--- src/rtl/updown_counter_param.sv ---
// Parametrised up/down counter with wrap or saturate boundaries,
// registered terminal-count pulse and sticky overflow/underflow flags.
module updown_counter_param #(
    parameter int unsigned      WIDTH    = 4,
    parameter logic [WIDTH-1:0] MAX_VAL  = '1,
    parameter bit               SAT_MODE = 1'b0,
    parameter logic [WIDTH-1:0] RST_VAL  = '0
) (
    input  logic             clk,
    input  logic             rst,
    input  logic             en,
    input  logic             ctrl,
    input  logic             load,
    input  logic [WIDTH-1:0] load_val,
    input  logic             clr_flags,
    output logic [WIDTH-1:0] out,
    output logic             tc,
    output logic             ovf,
    output logic             unf
);

    localparam logic [WIDTH-1:0] ZERO = '0;
    localparam logic [WIDTH-1:0] ONE  = WIDTH'(1);

    logic             at_max;
    logic             at_zero;
    logic             step;
    logic             up_ev;
    logic             dn_ev;
    logic [WIDTH-1:0] load_sat;
    logic [WIDTH-1:0] cnt_nxt;

    // Boundary detection against MAX_VAL so odd moduli are exact.
    always_comb begin
        at_max   = (out == MAX_VAL);
        at_zero  = (out == ZERO);
        step     = en & ~load;
        up_ev    = step & ctrl & at_max;
        dn_ev    = step & ~ctrl & at_zero;
        load_sat = (load_val > MAX_VAL) ? MAX_VAL : load_val;
    end

    // Next count: load beats count, count beats hold.
    always_comb begin
        cnt_nxt = out;
        if (load) begin
            cnt_nxt = load_sat;
        end else if (en) begin
            if (ctrl) begin
                if (at_max) cnt_nxt = SAT_MODE ? MAX_VAL : ZERO;
                else        cnt_nxt = out + ONE;
            end else begin
                if (at_zero) cnt_nxt = SAT_MODE ? ZERO : MAX_VAL;
                else         cnt_nxt = out - ONE;
            end
        end
    end

    // Count register with synchronous active-low reset.
    always_ff @(posedge clk) begin
        if (!rst) out <= RST_VAL;
        else      out <= cnt_nxt;
    end

    // Terminal-count pulse: high for each processed boundary event.
    always_ff @(posedge clk) begin
        if (!rst) tc <= 1'b0;
        else      tc <= up_ev | dn_ev;
    end

    // Sticky flags; a boundary event wins over a same-edge clear.
    always_ff @(posedge clk) begin
        if (!rst) begin
            ovf <= 1'b0;
            unf <= 1'b0;
        end else begin
            ovf <= (ovf & ~clr_flags) | up_ev;
            unf <= (unf & ~clr_flags) | dn_ev;
        end
    end

endmodule

--- config.mk ---
export PLATFORM = sky130hd
export DESIGN_NAME = updown_counter_param
export DESIGN_NICKNAME = d
export VERILOG_FILES = /design/src/rtl/updown_counter_param.sv
export SDC_FILE = /design/constraint.sdc
export NUM_CORES = 1
export LEC_CHECK = 0
export CAP_MARGIN = 20
export CELL_PAD_IN_SITES_DETAIL_PLACEMENT = 0
export CELL_PAD_IN_SITES_GLOBAL_PLACEMENT = 1
export CORE_MARGIN = 3
export CORE_UTILIZATION = 30
export CTS_BUF_LIST = sky130_fd_sc_hd__clkbuf_8
export CTS_CLUSTER_SIZE = 8
export DETAILED_ROUTE_END_ITERATION = 8
export MAX_ROUTING_LAYER = met4
export PLACE_DENSITY_LB_ADDON = 0.05
export RECOVER_POWER = 50
export SLEW_MARGIN = 20
export SYNTH_ARGS = -nofsm -noshare
export SYNTH_HDL_FRONTEND = slang
export SYNTH_SLANG_ARGS = --single-unit
--- constraint.sdc ---
create_clock -name clk -period 1.6 [get_ports clk]
set_input_delay 0.32 -clock clk [delete_from_list [all_inputs] [get_ports clk]]
set_output_delay 0.32 -clock clk [all_outputs]
set_load 0.05 [all_outputs]
# Yosys cells after proc, flatten, opt, wreduce, memory -nomap -nowiden
# Cells that the tools add are included.
# W data, S select, Z words.
# op_classes
n_addsub	2
magnitude_cmp	1
eq_ne	1
muxes	6
bitwise	13
n_reduce_logical	2
# op_table
cell	count
$mux W4	6
$and A1 B1 Y1	7
$add A4 B1 Y4 const B	1
$eq A4 B4 Y1 const B	1
$gt A4 B4 Y1 const B	1
$logic_not A4 Y1	1
$sub A4 B1 Y4 const B	1
$not A1 Y1	3
$or A1 B1 Y1	3
$reduce_bool A2 Y1	1
# word_totals
ff_bits	7
inputBits	10
output_inout_bits	7
wordCells	29

# Logic depth before layout (Yosys ltp)
# logic_depth
ltp_word	5
depth_mapped	6
depth_no_buf	6

# Least setup slack after synthesis
# Ideal clock, no wire load.
# synth_path
path_kind	register -> register
from	reg out[0]
to	reg out[3]
setup_time_ns	0.126
arrival_time_ns	1.558
required_time_ns	1.474
setup_slack_ns	-0.084
stages_incl_launch_ff	6
path_buffers	0
synth_period_minus_slack_ns	1.684
cell_sequence	dfxtp_1 > inv_1 > ha_1 > o21bai_1 > a221oi_2 > o32ai_1
# synth_via
elab_chain_cells	5
word_cells_on_any_way	9
classes_between	2 x add/sub; 1 x eq/ne; 5 x mux; 1 x reduce/logical
# synth_rtl
element	line_no	source
start: declaration	16	output logic [WIDTH-1:0] out,
start signal: assignment	62	else out <= cnt_nxt;
$sub A4 B1 Y4 (tied with other cells)	54	else cnt_nxt = out - ONE;
$mux W4, on equally long branches	53, 50	
$mux W4 *	49	if (ctrl) begin
$mux W4 *	48	end else if (en) begin
$mux W4 *	46	if (load) begin
# Every way passes the cells marked *; elsewhere a longest branch is shown, timed or not. The select of a mux whose other input is x is not followed.
# A chain may end at the register's enable or synchronous reset.

# Worst setup path in the final report
# layout_path
from	reg out[2]
to	out out[2]
# No word-level cell between the ends.

==> impl_results.md <==
* Outcome: finished, final reports clean
* Post-synth EDFFs at 0
* Final nets at 86
* Number of DRC markers in iteration 0 at 6
* Yosys cell types at 25
* GRT Util Overall at about an eighth
* RSZ-0062 raised after global routing: false
* Cells on worst reg2reg path at 6
* Routed Antenna Nets at 0
* Final min period at approximately 1400 ps
* Routed WL at ~1000 microns
* Period utilization at between 80% and 90%
* Synthesis-stage register bit count at 7
* VDD IR-drop max at ~600 uV
* M3 GR Usage at under 10%
* Top Ports at 17
* Die Y at roughly 43 microns
* DRC at 0
* Yosys warns at 0
* Cts hold-fix bufs at 0
* Post-DP Area at around 650 sq um
* Setup crit start: out[2]
* GR Util met1 at 14.0%
* Hpwl dp at 795 microns
* Design Power at ~600 uW
* Slew @ Worst Pin at about 600 ps
* Root Buffer: clkbuf_8
* CP Depth at 1
* Final Hold Violating Endpoints at 0
* Final TNS setup at 0 ps
* Critical path's largest stage delay at 460 ps
* Pins over their slew limit at 0
* Critical path arrival at approximately 1100 ps
* Busiest layer in global routing: met2
* Mapped Avg Cell Area at ~8.3 sq um
* Ys async rst share at 0%
* Pleak at just over 0.3 nW
* Synth Flop Type: dfxtp_1
* Worst-path maximum fanout at 7
* Flop2flop setup slack at 200 ps
* P&R area growth vs syn at 61.0%
* Met2 GRT Util at roughly 17%
* CP Capture Point: out[2]
* Post-synthesis cell count at 50
* Die area at 1870 sq um
* Synth top area share at between 30% and 40%
* Longest Clk Path Bufs at 2
* First-pass GRT wire length at around 1600 microns
* Mapped cell area at between 400 and 500 sq um
* Startpoint type of the worst setup path: register
* R2r endpoint: out[1]
* Placer Congestion at between 0.6 and 0.7
* Grt total ovfl at 0
* Sequential fraction of the synthesis area at around 34%
* Top delay family on crit path: buffers and inverters
* Fin cells at 87
* Post-CTS Resized at 0
* Hold Path Cell Cnt at 2
* Slowest CP cell: dlymetal6s2s_1
* H-tree depth at 1
* Sequence of cells on the critical path: dlymetal6s2s_1
* Multi-input gate area at ~260 sq um
* Synth top area cells: dfxtp_1 (34%), ha_1 (6.0%), a21oi_1 (4.8%)
* Critical path data required time at roughly 1300 ps
* Kind of critical path: register to primary output
* Max-cap violations at 0
* Clock latency at the later pin of the worst-skew pair at around 220 ps
* Cell row count at 12
* PD cells at just under 900 nW/um^2
* Diodes inserted at 0
* CTS buffer count at 3
* Buffers on Ports at 16
* Sink Count at 7
* Layout cells sized above 1 at between 10% and 20%
* Number of global-route vias before repair at 398
* R2R Path Start: out[0]
* Dominant cell type by area after synthesis: dfxtp_1
* Detailed Routing Iterations Pass 1 at 2
* Core Area at 1200 sq um
* Worst hold slack at 510 ps
* Filler cell count in the final layout at 125
* Syn nets at 62
* Die extent in x at around 43 microns
* Rel. slew slack at roughly three fifths
* Flip-flop and latch area at between 100 and 150 sq um
* CP bufs+invs at 1
* Initial core utilization at about a third
* Initial antenna violation count at 0
* Worst min-delay path class: register to register
* Post-route design area at between 600 and 700 sq um
* FMAX at 0.696 GHz
* DR vias/cell at 4.91
* Routed vias at around 430
* Postcts setup bufs at 0
* Routed wire per std cell at between 10 and 15 microns
* Critical path endpoint category: primary output
* Final setup fails at 0
* Worst-path clk slew at 40 ps
* Worst Skew at between 4 and 5 ps
* Placed instance count at 83
* Largest net degree at the start of global routing at 9
* CTS tree: done
==> through the flow <==
step / util [%] / setup WS (ps)
floorplan: - / 141
global placement: 54.3 / 69.9
detailed placement: 54.3 / 76.5
CTS: 58.0 / 179
global route: 55.8 / 65.7
finish: 55.8 / 164
==> synthesized netlist by cell type, drive strengths merged (2+ instances only) <==
library cell and instances:
dfxtp 7, inv 5, a21oi 4, nor2 4, nor2b 4, o21ai 4, nand2 3, and2 2
ha 2, xnor2 2
==> area by class of cell <==
class | count | area share (%)
multi-input combinational | 38 | 38.4
inverter | 5 | 2.80
sequential | 7 | 21.3
timing repair buffer | 19 | 28.2
clock inverter | 1 | 0.560
clock buffer | 3 | 6.16
tap | 14 | 2.61
==> layer usage <==
layer | vias up | routed length [microns]
li1 | 222 | -
met1 | 190 | 511
met2 | 13 | 435
met3 | 2 | 71
met4 | 0 | 6
met5 | - | 0
==> kinds of logic (layout without fill, tap and decap cells) <==
kind of cell / after synthesis / in the layout / synth area share [%]
XOR/XNOR: 3 / 3 / 6.31
flip-flops: 7 / 7 / 33.6
adder cells (fa/ha/maj): 2 / 2 / 6.01
multiplexers: 1 / 1 / 2.40
buffers and inverters: 5 / 28 / 4.50
AND/OR/NAND/NOR: 17 / 17 / 22.5
AO/OA/AOI/OAI: 15 / 15 / 24.6
==> sequential cells by signal, summed over array words and instances (netlist names) <==
name  cells
out       4
ovf       1
tc        1
unf       1
==> worst min path at each step <==
stage	start	to
after floorplan	rst	ovf
after global placement	unf	unf
after detailed placement	unf	unf
after CTS	unf	unf
after global routing	unf	unf
final	unf	unf
==> power breakdown <==
| part | internal, mW | switching [mW] |
|---|---|---|
| clock network | 0.166 | 0.0728 |
| registers | 0.186 | 0.0190 |
| logic | 0.0781 | 0.0771 |
==> cells in the final DEF, fill, tap and decap left out, drive strengths merged, types with 2 or more instances in the layout <==
cell and instances:
clkdlybuf4s50 9, dfxtp 7, inv 6, clkbuf 6, buf 5, nor2 4, a21oi 4, nor2b 4
o21ai 4, nand2 3, xnor2 2, and2 2, ha 2, dlymetal6s2s 2
No activity file was read; power rests on OpenSTA's default activity.
